File: src/rtl/jam_search.sv
// jam_search: exhaustive job-assignment search engine for N workers and N jobs.
// Walks all N! worker-to-job permutations in lexicographic order. For each
// permutation it queries the external cost table once per job (W/J out,
// Cost in, same cycle), then in one EVAL cycle folds the total into the
// running minimum and the count of permutations that reach it.
//
// Ports:
//   CLK        rising-edge clock
//   RST        asynchronous active-high reset
//   start      run request, sampled only in IDLE
//   W, J       worker / job index of the current cost query (registered)
//   Cost       cost of worker W on job J, supplied combinationally
//   MinCost    minimum total cost found (registered)
//   MatchCount number of permutations whose total equals MinCost (registered)
//   Valid      one-cycle end-of-run pulse
//   Busy       high from start accept through the Valid cycle
//
// state | meaning
// IDLE  | waiting for start, results held
// QUERY | one cycle per job k, accumulating Cost
// EVAL  | compare total with minimum, step to next permutation
// DONE  | Valid pulse, then back to IDLE
module jam_search #(
  parameter  int N   = 8,
  parameter  int CW  = 7,
  parameter  int MCW = 16,
  localparam int IW  = (N > 1) ? $clog2(N) : 1,
  localparam int SW  = CW + IW
) (
  input  logic           CLK,
  input  logic           RST,
  input  logic           start,
  output logic [IW-1:0]  W,
  output logic [IW-1:0]  J,
  input  logic [CW-1:0]  Cost,
  output logic [SW-1:0]  MinCost,
  output logic [MCW-1:0] MatchCount,
  output logic           Valid,
  output logic           Busy
);

  localparam logic [1:0] IDLE  = 2'd0;
  localparam logic [1:0] QUERY = 2'd1;
  localparam logic [1:0] EVAL  = 2'd2;
  localparam logic [1:0] DONE  = 2'd3;

  logic [1:0]    state;
  logic [IW-1:0] perm [N];
  logic [IW-1:0] nxt  [N];
  logic [IW-1:0] k;
  logic [SW-1:0] acc;
  logic          is_last;
  logic [IW-1:0] w_next;
  logic [IW-1:0] pv;
  logic [IW-1:0] pm;
  int            piv;
  int            mi;

  // Lexicographic successor. All array accesses use loop constants and
  // compare against the computed position, so no variable-index muxes are
  // written by hand. piv < 0 means perm is already the descending (final) one.
  always_comb begin
    piv = -1;
    mi  = 0;
    pv  = '0;
    pm  = '0;
    for (int i = 0; i < N - 1; i++)
      if (perm[i] < perm[i+1]) piv = i;
    is_last = (piv < 0);
    for (int i = 0; i < N; i++)
      if (i == piv) pv = perm[i];
    for (int m = 0; m < N; m++)
      if (m > piv && perm[m] > pv) mi = m;
    for (int i = 0; i < N; i++)
      if (i == mi) pm = perm[i];
    for (int t = 0; t < N; t++) begin
      nxt[t] = perm[t];
      if (t == piv) begin
        nxt[t] = pm;
      end else if (t > piv) begin
        // tail is reversed: position t takes the element from N+piv-t,
        // where the slot mi already holds the old pivot after the swap
        for (int s = 0; s < N; s++)
          if (s == N + piv - t) nxt[t] = (s == mi) ? pv : perm[s];
      end
    end
    w_next = '0;
    for (int t = 0; t < N; t++)
      if (IW'(t) == k + 1'b1) w_next = perm[t];
  end

  always_ff @(posedge CLK or posedge RST) begin
    if (RST) begin
      state      <= IDLE;
      W          <= '0;
      J          <= '0;
      k          <= '0;
      acc        <= '0;
      MinCost    <= '1;
      MatchCount <= '0;
      Valid      <= 1'b0;
      Busy       <= 1'b0;
      for (int i = 0; i < N; i++) perm[i] <= '0;
    end else begin
      Valid <= 1'b0;
      case (state)
        IDLE: begin
          if (start) begin
            for (int i = 0; i < N; i++) perm[i] <= IW'(i);
            k          <= '0;
            acc        <= '0;
            MinCost    <= '1;
            MatchCount <= '0;
            W          <= '0;
            J          <= '0;
            Busy       <= 1'b1;
            state      <= QUERY;
          end
        end
        QUERY: begin
          acc <= acc + {{IW{1'b0}}, Cost};
          if (k == IW'(N - 1)) begin
            state <= EVAL;
          end else begin
            k <= k + 1'b1;
            W <= w_next;
            J <= k + 1'b1;
          end
        end
        EVAL: begin
          if (acc < MinCost) begin
            MinCost    <= acc;
            MatchCount <= MCW'(1);
          end else if (acc == MinCost) begin
            MatchCount <= MatchCount + 1'b1;
          end
          acc <= '0;
          k   <= '0;
          if (is_last) begin
            Valid <= 1'b1;
            state <= DONE;
          end else begin
            for (int i = 0; i < N; i++) perm[i] <= nxt[i];
            W     <= nxt[0];
            J     <= '0;
            state <= QUERY;
          end
        end
        DONE: begin
          Busy  <= 1'b0;
          state <= IDLE;
        end
        default: state <= IDLE;
      endcase
    end
  end

endmodule

File: config.mk
export PLATFORM = sky130hd
export DESIGN_NAME = jam_search
export DESIGN_NICKNAME = d
export VERILOG_FILES = /design/src/rtl/jam_search.sv
export SDC_FILE = /design/constraint.sdc
export NUM_CORES = 1
export LEC_CHECK = 0
export ABC_AREA = 1
export CAP_MARGIN = 40
export CELL_PAD_IN_SITES_DETAIL_PLACEMENT = 1
export CELL_PAD_IN_SITES_GLOBAL_PLACEMENT = 2
export CORE_MARGIN = 4
export CORE_UTILIZATION = 30
export DETAILED_ROUTE_END_ITERATION = 8
export HOLD_SLACK_MARGIN = 0.08
export PLACE_DENSITY = 0.87
export SLEW_MARGIN = 25
export SYNTH_ARGS = -nofsm -noshare
export SYNTH_HDL_FRONTEND = slang
export SYNTH_SLANG_ARGS = --single-unit
File: constraint.sdc
create_clock -name CLK -period 4.9 [get_ports CLK]
set_input_delay 1.225 -clock CLK [delete_from_list [all_inputs] [get_ports CLK]]
set_output_delay 1.225 -clock CLK [all_outputs]
set_load 0.01 [all_outputs]
Word level (Yosys, flattened, before mapping)
Cells that the tools add are included.
{"block": "word_totals", "inputBits": 10, "regBits": 73, "word_cells": 345, "output_inout_bits": 34}
{"block": "op_classes", "eq_ne": 102, "reduce_logical": 37, "addsub": 11, "n_lt_le_gt_ge": 24, "mux": 154}
{"operator": "$eq A4 B32 Y1 const A", "n": 40}
{"operator": "$eq A3 B32 Y1 const A", "n": 20}
{"operator": "$mux W32", "n": 13}
{"operator": "$mux W3", "n": 117}
{"operator": "$eq A2 B32 Y1 const A", "n": 10}
{"operator": "$logic_not A32 Y1", "n": 10}
{"operator": "$gt A4 B32 Y1 const A", "n": 4}
{"operator": "$sub A32 B4 Y32 const B", "n": 4}
{"operator": "$ne A10 B10 Y1 const B", "n": 7}
{"operator": "$gt A3 B32 Y1 const A", "n": 2}
{"operator": "$sub A32 B3 Y32 const B", "n": 2}
{"operator": "$mux W16", "n": 3}
{"operator": "$mux W24", "n": 2}
{"operator": "$pmux W24 S2", "n": 1}
{"operator": "$reduce_and A5 Y1", "n": 7}
{"operator": "$add A5 B32 Y32 const A", "n": 1}
{"operator": "$gt A1 B32 Y1 const A", "n": 1}
{"operator": "$gt A2 B32 Y1 const A", "n": 1}
{"operator": "$lt A32 B1 Y1 const B", "n": 1}
{"operator": "$pmux W16 S2", "n": 1}
{"operator": "$sub A32 B2 Y32 const B", "n": 1}
{"operator": "$mux W10", "n": 3}
{"operator": "$pmux W10 S3", "n": 1}
{"operator": "$pmux W3 S3", "n": 3}
{"operator": "other kinds (28)", "n": 73}

Logic depth before layout (Yosys ltp)
{"block": "logic_depth", "ltp_word": 40, "ltp_mapped": 50, "mapped_depth_nobuf": 49}

Worst setup path after synthesis
No wires, ideal clock.
{"block": "synth_path", "kind": "flip-flop to flip-flop", "startpoint": "register perm[1] (netlist bit)", "endpoint": "register perm[8] (netlist bit)", "t_required_ps": 4782, "n_path_buf": 2, "setup_ps": 118, "stages_incl_launch_ff": 43, "slack_ps": -454, "arrival_ps": 5236, "synth_period_minus_slack_ps": 5354, "path_cell_list": "dfrtp_1 -> inv_1 -> ha_1 -> nand2_1 -> inv_1 -> nand2_2 -> nand3_4 -> nand3_4 -> nor2_4 -> nor2_4 -> inv_2 -> buf_6 -> ha_1 -> a21boi_1 -> nand3_1 -> o22ai_1 -> a21oi_1 -> nor2_1 -> (+7 left out) -> inv_2 -> nand2_2 -> nand2_2 -> inv_2 -> a21oi_4 -> buf_6 -> nand3_4 -> nand2_1 -> o21a_2 -> inv_2 -> o21ai_1 -> inv_1 -> nand2_1 -> nand2_1 -> nand2_1 -> nand2_1 -> a21oi_1 -> nor2_1"}
{"block": "synth_via", "elab_chain_cells": 34, "elab_cells_between_ends": 97, "classes_between": "add/sub (2); order compare (16); eq/ne (24); mux (44); reduce/logical (11)"}
{"item": "start: declaration", "line_no": "48", "text": "logic [IW-1:0] perm [N];"}
{"item": "$lt A3 B3 Y1", "line_no": "68", "text": "if (perm[i] < perm[i+1]) piv = i;"}
{"item": "$mux W32", "line_no": "68"}
{"item": "$logic_not A32 Y1", "line_no": "71", "text": "if (i == piv) pv = perm[i];"}
{"item": "$mux W3 (8 in a row)", "line_no": "71"}
{"item": "$gt A3 B3 Y1", "line_no": "73", "text": "if (m > piv && perm[m] > pv) mi = m;"}
{"item": "$logic_and A1 B1 Y1", "line_no": "73"}
{"item": "$mux W1", "line_no": "73"}
{"item": "$mux W32 (6 in a row)", "line_no": "73"}
{"item": "$logic_not A32 Y1", "line_no": "75, 84"}
{"item": "$mux W3 (9 in a row)", "line_no": "84", "text": "if (s == N + piv - t) nxt[t] = (s == mi) ? pv : perm[s];"}
{"item": "$mux W3", "line_no": "80", "text": "end else if (t > piv) begin"}
{"item": "$mux W3", "line_no": "78", "text": "if (t == piv) begin"}
{"item": "$mux W24", "line_no": "139", "text": "if (is_last) begin"}
{"item": "$pmux W24 S2", "line_no": "106", "text": "case (state)"}
Several ways; a longest one is shown, not always the timed one. The select of a mux whose other input is x is not followed.
A chain may end at the register's enable or synchronous reset.

Final worst setup path
{"block": "layout_path", "startpoint": "register perm[20] (netlist bit)", "endpoint": "register perm[16] (netlist bit)"}
{"block": "layout_via", "elab_chain_cells": 40, "elab_cells_between_ends": 104, "classes_between": "add/sub (2); order compare (17); eq/ne (24); mux (50); reduce/logical (11)"}
{"item": "$lt A3 B3 Y1", "line_no": "68"}
{"item": "$mux W32 (7 in a row)", "line_no": "68"}
{"item": "$logic_not A32 Y1", "line_no": "71"}
{"item": "$mux W3 (8 in a row)", "line_no": "71"}
{"item": "$gt A3 B3 Y1", "line_no": "73"}
{"item": "$logic_and A1 B1 Y1", "line_no": "73"}
{"item": "$mux W1", "line_no": "73"}
{"item": "$mux W32 (6 in a row)", "line_no": "73"}
{"item": "$logic_not A32 Y1", "line_no": "75, 84"}
{"item": "$mux W3 (9 in a row)", "line_no": "84"}
{"item": "$mux W3", "line_no": "80"}
{"item": "$mux W3", "line_no": "78"}
{"item": "$mux W24", "line_no": "139"}
{"item": "$pmux W24 S2", "line_no": "106"}
Several ways; a longest one is shown, not always the timed one. The select of a mux whose other input is x is not followed.

==> out/results.md <==
| Parameter | Reported | Unit |
|:---|:---|:---|
| Kind of critical path | reg2reg | - |
| Routability cong. | 1.003 | - |
| Final standard cell utilization of the core | 46.30 | % |
| Arrival time of the worst setup path | 5.96 | ns |
| I/O pin count | 44 | - |
| Worst-case headroom to the max-slew limit | 52.02 | % |
| Maximum number of pins on one net before global-route repair | 30 | - |
| CTS root buffer | sky130_fd_sc_hd__clkbuf_16 | - |
| Top cell by count, worst path | sky130_fd_sc_hd__nand2_2 | - |
| Clock H-tree levels | 3 | - |
| Die extent in y | 180.7 | microns |
| First-pass iteration count of the detailed router | 5 | - |
| Non-filler cells, final | 2174 | - |
| Slowest stage cell on the critical path | sky130_fd_sc_hd__dfrtp_2 | - |
| Clock tree from TritonCTS | done | - |
| Vias in the first global route | 11970 | - |
| Final net count | 1867 | - |
| TritonCTS Buffers | 9 | - |
| Slowest stage delay, CP | 0.47 | ns |
| Register bit count reported by yosys | 73 | - |
| Sequential fraction of the synthesis area | 20.55 | % |
| Synth unique cells | 58 | - |
| FILL cells | 3745 | - |
| Achievable frequency | 174.6 | MHz |
| Proportion of synthesized flip-flops having asynchronous set or reset | 100.0 | % |
| Unrepaired setup endpoints after global routing | true | - |
| Max IR drop VDD | 237.7 | uV |
| Status | complete, but fails checks | - |
| Final period demand of the worst path | 5.728 | ns |
| Worst setup slack after layout | -0.8283 | ns |
| Area growth from synthesis to layout | 50.44 | % |
| Count of buffers inserted at the top-level ports | 43 | - |
| Hold buffer count at cts | 0 | - |
| Path category of the worst min-delay check | reg2reg | - |
| Final global-route overflow total | 0 | - |
| Commonest register cell after synthesis | sky130_fd_sc_hd__dfrtp_1 | - |
| Syn Nets | 1555 | - |
| Element type at the critical path start | flip-flop | - |
| Largest driver fanout on the critical path | 8 | - |
| Post-route setup TNS | -20.47 | ns |
| Antenna violations before repair | 1 | - |
| Kind of end point of the critical path | flip-flop | - |
| Post-DP HPWL | 35820 | microns |
| Die footprint | 32670 | sq um |
| Leakage power | 6.494 | nW |
| Crit path required time | 5.13 | ns |
| Pwr/cell area | 143.8 | nW/um^2 |
| Ratio of cells with drive above 1 in the final layout | 34.08 | % |
| Number of failing setup endpoints in the final timing report | 27 | - |
| Number of synthesized flops with an enable pin | 0 | - |
| Number of endpoints with negative hold slack in the final report | 0 | - |
| Post-Syn Area per Cell | 6.078 | sq um |
| Remaining routing DRC violations | 0 | - |
| Clock skew | 0.009071 | ns |
| Global-route wire length before repair | 69630 | microns |
| Core Box Area | 29090 | sq um |
| Clock net sink count | 73 | - |
| Number of warnings issued by yosys | 0 | - |
| Clk buf depth | 2 | - |
| 1st-iter DRT viols | 817 | - |
| Final ANT Viol Nets | 0 | - |
| Average detailed-routed wire length per instance | 21.35 | microns |
| Number of diodes added for antenna fixing | 0 | - |
| Number of placement rows | 62 | - |
| Register area | 1852 | sq um |
| Routed vias | 11490 | - |
| Actual slew at the worst max-slew pin | 0.7122 | ns |
| Violations in the final reports | setup timing | - |
| Setup slack at placement | -1.159 | ns |
| Max-slew violation count | 0 | - |
| Count of placed standard cells including taps | 2097 | - |
| Period Utilization, post-route | 116.9 | % |
| Routed wire length | 46420 | microns |
| Synthesized instance count | 1473 | - |
| Clock latency on the worst-skew pair | 0.35 | ns |
| GRT Total Usage | 27.09 | % |
| Area of the mapped netlist | 8952 | sq um |
| Via count normalized by instance count | 5.285 | - |
| Initial Util | 30.77 | % |
| Multi-input gate area | 6928 | sq um |
| Max Cap Violations | 0 | - |
| Die extent in x | 180.7 | microns |
| Register clock-pin slew on the reported worst setup and hold paths | 0.07 | ns |
registers in the layout, indices dropped and copies added (netlist names):
| signal | flops |
|---|---|
| Busy | 1 |
| J | 3 |
| MatchCount | 16 |
| MinCost | 10 |
| Valid | 1 |
| W | 3 |
| acc | 10 |
| k | 3 |
| perm | 24 |
| state | 2 |
logic make-up after synthesis:
family                     synth area share [%]
buffers and inverters                     13.51
and+or+nand+nor                           37.18
AOI/OAI and AO/OA                         18.03
adders and majority gates                 10.15
DFF                                       20.55
xor gates and xnor gates                 0.5870
placed cells by master, fill, tap and decap left out, drive strengths merged, types with 23 or more instances in the layout:
master	n
nand2	420
inv	297
buf	272
o21ai	153
nand3	143
nor2	110
ha	71
dfrtp	63
a21oi	60
clkdlybuf4s50	43
o211ai	24
nand4	24
nor3	23
power breakdown:
part	internal, W	total, W	leakage [nW]	switching [W]
clock	0.000410	0.000698	0.150	0.000288
sequential	0.000706	0.000773	0.910	0.0000667
combinational	0.000222	0.000467	5.43	0.000244
total	0.00134	0.00194	6.49	0.000599
routing by layer:
layer | GRT usage, % | vias up | share of wire [%]
met2 | 44.25 | 396 | 47
met5 | 0 | - | 0.015
li1 | - | 5391 | -
met1 | 36.35 | 5584 | 43
met3 | 4.766 | 116 | 6.9
met4 | 8.863 | 2 | 3.3
final timing paths:
kind | startpoint | end | slack (ns) | cells past startpoint
setup / recovery | perm[20] | perm[16] | -0.83 | 40
hold reg to reg | W[0] | W[0] | 0.49 | 2
hold / removal | W[0] | W[0] | 0.49 | 2
min in group asynchronous | RST | MatchCount[10] | 1.20 | 2
setup reg to reg | perm[20] | perm[16] | -0.83 | 40
max in group asynchronous | RST | MinCost[0] | 2.72 | 4
worst max-delay path, delay by kind of cell, from the launching register on:
family          cells  cell delay [ns]
simple gates       18             1.82
flops               1             0.47
buf+inv            13             1.55
compound gates      6             1.03
fa+ha+maj           3             0.73
layout make-up:
cell class	count	area share, %
Sequential cell	73	13.75
Inverter	300	8.807
Clock buffer	10	1.774
Timing Repair Buffer	315	20.18
Tap cell	384	3.567
Clock inverter	6	0.4831
Multi-Input combinational cell	1086	51.44
Yosys cell counts, types with 9 or more instances:
master	n	area share, %
sky130_fd_sc_hd__a21oi_1	57	3.2
sky130_fd_sc_hd__clkbuf_1	9	0.38
sky130_fd_sc_hd__dfrtp_1	63	18
sky130_fd_sc_hd__dfstp_2	10	2.9
sky130_fd_sc_hd__ha_1	71	9.9
sky130_fd_sc_hd__inv_1	259	11
sky130_fd_sc_hd__inv_2	34	1.4
sky130_fd_sc_hd__nand2_1	391	16
sky130_fd_sc_hd__nand2_2	21	1.5
sky130_fd_sc_hd__nand3_1	133	7.4
sky130_fd_sc_hd__nand4_1	22	1.5
sky130_fd_sc_hd__nor2_1	105	4.4
sky130_fd_sc_hd__nor3_1	22	1.2
sky130_fd_sc_hd__o211ai_1	24	2.0
sky130_fd_sc_hd__o21ai_0	106	5.9
sky130_fd_sc_hd__o21ai_1	40	2.2
per-stage QoR:
| stage | power, W | instance area, sq um | hold slack, ns |
|---|---|---|---|
| after floorplan | 0.001045 | 9130 | 0.4973 |
| after global placement | 0.001227 | 11610 | 0.4640 |
| after detailed placement | 0.001250 | 11630 | 0.4724 |
| after CTS | 0.001958 | 12820 | 0.4885 |
| after global routing | 0.002065 | 13470 | 0.5163 |
| final | 0.001937 | 13470 | 0.4880 |
what timing repair did:
item                                    CTS  global route
pin swaps                                75           101
endpoints found under the setup margin   27            27
gates resized for setup                 154           128
setup buffers                            42            21
(Power assumes the default switching activity.)
